[config.mk]
export PLATFORM = sky130hd
export DESIGN_NAME = sp_ram_rw_ctrl
export DESIGN_NICKNAME = d
export VERILOG_FILES = /design/src/rtl/sp_ram_rw_ctrl.sv
export SDC_FILE = /design/constraint.sdc
export NUM_CORES = 1
export LEC_CHECK = 0
export ABC_AREA = 0
export BUFFER_PORTS_ARGS = -buffer_cell sky130_fd_sc_hd__buf_2
export CAP_MARGIN = 20
export CORE_MARGIN = 8
export CORE_UTILIZATION = 35
export DETAILED_ROUTE_END_ITERATION = 10
export SLEW_MARGIN = 20
export SYNTH_ARGS = -nofsm -noshare
export SYNTH_HDL_FRONTEND = slang
export SYNTH_SLANG_ARGS = --single-unit
[constraint.sdc]
create_clock -name clk -period 4.45 [get_ports clk]
set_clock_uncertainty 0.15 [all_clocks]
set_input_delay 0.445 -clock clk [delete_from_list [all_inputs] [get_ports clk]]
set_output_delay 0.445 -clock clk [all_outputs]
set_load 0.02 [all_outputs]
[src/rtl/sp_ram_rw_ctrl.sv]
// Initiator for a single-port BRAM: arbitrates write and read request streams onto
// the one port and returns read data through a 2-entry registered buffer.
module sp_ram_rw_ctrl #(
  parameter int G_ADDR  = 6,
  parameter int G_WIDTH = 16
) (
  input  logic               clk,
  input  logic               rst_n,
  input  logic               wr_vld,
  input  logic [G_ADDR-1:0]  wr_addr,
  input  logic [G_WIDTH-1:0] wr_data,
  output logic               wr_rdy,
  input  logic               rd_vld,
  input  logic [G_ADDR-1:0]  rd_addr,
  output logic               rd_rdy,
  output logic               rdat_vld,
  output logic [G_WIDTH-1:0] rdat,
  input  logic               rdat_rdy,
  output logic               ram_we,
  output logic [G_ADDR-1:0]  ram_addr,
  output logic [G_WIDTH-1:0] ram_din,
  input  logic [G_WIDTH-1:0] ram_dout
);

  typedef enum logic {PRI_WR, PRI_RD} pri_t;

  pri_t               pri_q, pri_d;
  logic [1:0]         cnt_q, cnt_d;
  logic               infl_q;
  logic [G_ADDR-1:0]  addr_q;
  logic [G_WIDTH-1:0] b0_q, b1_q;
  logic               v0_q, v1_q;

  logic pop, rd_ok, gnt_wr, gnt_rd;

  // Grants are gated by rst_n so the RAM sees no write while reset is asserted.
  always_comb begin
    gnt_wr = 1'b0;
    gnt_rd = 1'b0;
    pri_d  = pri_q;
    pop    = v0_q & rdat_rdy;
    rd_ok  = rd_vld & ((cnt_q != 2'd2) | pop);
    if (rst_n) begin
      if (wr_vld & rd_ok) begin
        if (pri_q == PRI_WR) begin
          gnt_wr = 1'b1;
          pri_d  = PRI_RD;
        end else begin
          gnt_rd = 1'b1;
          pri_d  = PRI_WR;
        end
      end else begin
        gnt_wr = wr_vld;
        gnt_rd = rd_ok;
      end
    end
    cnt_d = cnt_q + 2'(gnt_rd) - 2'(pop);
  end

  always_comb begin
    ram_we   = 1'b0;
    ram_addr = addr_q;
    ram_din  = '0;
    if (gnt_wr) begin
      ram_we   = 1'b1;
      ram_addr = wr_addr;
      ram_din  = wr_data;
    end else if (gnt_rd) begin
      ram_addr = rd_addr;
    end
  end

  assign wr_rdy   = gnt_wr;
  assign rd_rdy   = gnt_rd;
  assign rdat_vld = v0_q;
  assign rdat     = b0_q;

  always_ff @(posedge clk or negedge rst_n) begin
    if (!rst_n) begin
      pri_q  <= PRI_WR;
      cnt_q  <= '0;
      infl_q <= 1'b0;
      addr_q <= '0;
    end else begin
      pri_q  <= pri_d;
      cnt_q  <= cnt_d;
      infl_q <= gnt_rd;
      if (gnt_wr | gnt_rd) addr_q <= ram_addr;
    end
  end

  // Return buffer: b0 is the head presented on rdat; ram_dout is sampled only in
  // the cycle right after a read grant (infl_q).
  always_ff @(posedge clk or negedge rst_n) begin
    if (!rst_n) begin
      b0_q <= '0;
      b1_q <= '0;
      v0_q <= 1'b0;
      v1_q <= 1'b0;
    end else if (infl_q & pop) begin
      if (v1_q) begin
        b0_q <= b1_q;
        b1_q <= ram_dout;
      end else begin
        b0_q <= ram_dout;
      end
    end else if (pop) begin
      if (v1_q) b0_q <= b1_q;
      v0_q <= v1_q;
      v1_q <= 1'b0;
    end else if (infl_q) begin
      if (!v0_q) begin
        b0_q <= ram_dout;
        v0_q <= 1'b1;
      end else begin
        b1_q <= ram_dout;
        v1_q <= 1'b1;
      end
    end
  end

endmodule

==> flow_summary.ini <==
[layout]
final_common_cell = buf_2
utilization = 0.448
n_antenna_cell = 0
drive_above_1_share = 0.440
area_delta_synth_final_pct = 25.9
layout.nets = 330
final_cell_mix = 90 x buf_2, 44 x dfrtp_1, 22 x and2_1

[power]
pwr_density_cell_mw_per_mm2 = 607
leakagePower_uw = 0.00138
ir_worst_vdd_v = 0.000260

[clocking]
postCtsHoldBufs = 1
clk_pin_slew_worst_paths_ns = 0.08
ctsRootBufferMaster = clkbuf_8
post_cts_buffers = 0
insertion_delay_ns = 0.29
cts_num_sinks = 44
h-tree-depth = 2
cts_tree = yes
cts_made_buffers = 5
cts.path.max_buffers = 2
post_cts_resized = 0

[floorplanning]
die_x_um = 95.9
die_h_um = 95.9
design.die.area_mm2 = 0.00920
start_util = 0.356
core_mm2 = 0.00628
pin_count = 91
row_count = 29

[synth]
ys_types = 30
synth_edf_count = 0
synth_xor_area_frac = 0.0157
synthFlopType = dfrtp_1
ys_seq_elements = 44
synth.mux.area_fraction = 0.169
syn_area_per_cell_um2 = 11.9
synth_cells = 188
syn_nets = 241
yosys.area_share.simple = 0.119
async_reset_ff_frac = 1.00
synth_compound_area_frac = 0.134
synth_top_family_by_area = multiplexers
ys_seq_area_frac = 0.493
ys_warn_count = 0
synthAdderAreaFrac = 0.0224
synth_area_mm2 = 0.00223

[critical_path]
cp-end-kind = output port
cp_data_arrival_time_ns = 2.39
critical_path_class = input pin to output port
cp_max_fo = 30
cp_top_family = buffers and inverters
cp_data_required_time_ns = 3.86
cpMaxStageDelayCell = dlygate4sd3_1
crit_buf_inv = 3
crit_chain = dlygate4sd3_1 -> buf_2 -> nand2_1 -> a21oi_4 -> a221o_1 -> buf_2
cpMostUsedCell = buf_2
cpPeakStageDelay_ns = 0.54
start_kind = input pin

[global_routing]
grt_pass1_wl_um = 7920
grt_max_degree = 34
antenna_found_initial = 0
gr-total-overflow = 0
grt_use_total = 0.108
grt_pass1_vias = 1654

[drt]
drcViolationCount = 0
vias_per_cell = 4.66
drtIter0Drc = 57
wirelength_um = 5140
ant_nets = 0
vias = 1648
detail_route.wl_per_cell_um = 14.5
dr.pass1.iters = 4

[timing]
worst_pin_slew_ns = 0.948
slew-limit-headroom = 0.368
fin_crit_ns = 2.98
fmax_mhz = 335
drv_slew = 0
setup_tns_ns = 0
rsz0062_at_grt = false
finalSetupViolations = 0
period_share = 0.671
finalHoldViolations = 0

[placed_design]
io_buffers = 90
place.gp.congestion = 0.753
post-dp-hpwl_um = 3860

[outcome]
status = finished clean

[min_path]
hp-class = input pin to flop

[job]
cap_violations = 0
## final cells by class
class | count | area [um2]
flip-flops and latches | 44 | 1100
clock buffers | 6 | 72.6
clock inverters | 1 | 5.00
repair buffers | 93 | 475
fillers | 634 | 3460
multi-input cells | 128 | 1040
inverters | 5 | 18.8
well taps | 77 | 96.3
## worst reg2reg max path, stage by stage, from the launching register on
cell and delay [ns]:
dfrtp_1 0.48, nand2_4 0.14, inv_1 0.10, ha_1 0.26, nand2_2 0.11, o21ai_0 0.07
and3_1 0.80, mux2_2 0.42
## power by group
part	switching, uW	total, uW	internal, uW
Clock	127	233	107
Sequential	111	701	590
Combinational	423	773	350
Total	660	1710	1050
## state kept, by name (all words and copies together) (netlist names)
name      flops
infl_q        1
v1_q          1
cnt_q         2
rdat_vld      1
pri_q         1
b1_q         16
addr_q        6
rdat         16
## cell families after synthesis
group / Yosys count
XOR/XNOR: 4
multiplexers: 32
flip-flops: 44
adder cells (fa/ha/maj): 4
AND/OR/NAND/NOR: 49
AO/OA/AOI/OAI: 39
buffers and inverters: 16
## metrics by stage
stage | cells | setup slack [ns] | power (uW) | area, um2 | hold slack, ns
2_1_floorplan | 188 | 2.26 | 1270 | 2230 | -0.000591
3_3_place_gp | 346 | 1.77 | 1470 | 2720 | 0.216
3_5_place_dp | 346 | 1.70 | 1490 | 2720 | 0.226
4_1_cts | 354 | 1.19 | 1740 | 2810 | 0.226
5_1_grt | 354 | 1.26 | 1840 | 2810 | 0.234
6_report | 354 | 1.47 | 1710 | 2810 | 0.246
## path summary, 6_finish.rpt
check                              endpoint  startpoint  cells past startpoint  slack (ns)
worst max-delay path            ram_addr[3]       rst_n                      6        1.47
worst min register to register      b1_q[0]     b1_q[0]                      1        0.36
worst max register to register     b1_q[15]    rdat_vld                      7        1.80
worst min-delay path              addr_q[0]  wr_addr[0]                      2        0.25
min in group asynchronous          cnt_q[1]       rst_n                      2        0.46
max in group asynchronous          b1_q[14]       rst_n                      3        2.96
## cell usage after synthesis, types with 3 or more instances
cell type	number	area [um2]
a21oi_1	16	80.1
a221o_1	12	120
and2_1	22	138
buf_2	5	25.0
buf_4	3	22.5
dfrtp_1	44	1100
ha_1	4	50.1
inv_1	5	18.8
mux2_2	6	67.6
mux2_4	10	150
mux2i_1	16	160
nand2_1	3	11.3
nor2_1	16	60.1
o21ai_0	5	25.0
xnor2_1	4	35.0
## metal layers
metal,wire length [um],up-vias,GRT usage
met4,35,0,0.0307
met2,2480,44,0.175
met3,395,4,0.0374
li1,-,831,-
met1,2230,769,0.133
met5,0,-,0
Power figures use the tool's default switching activity.
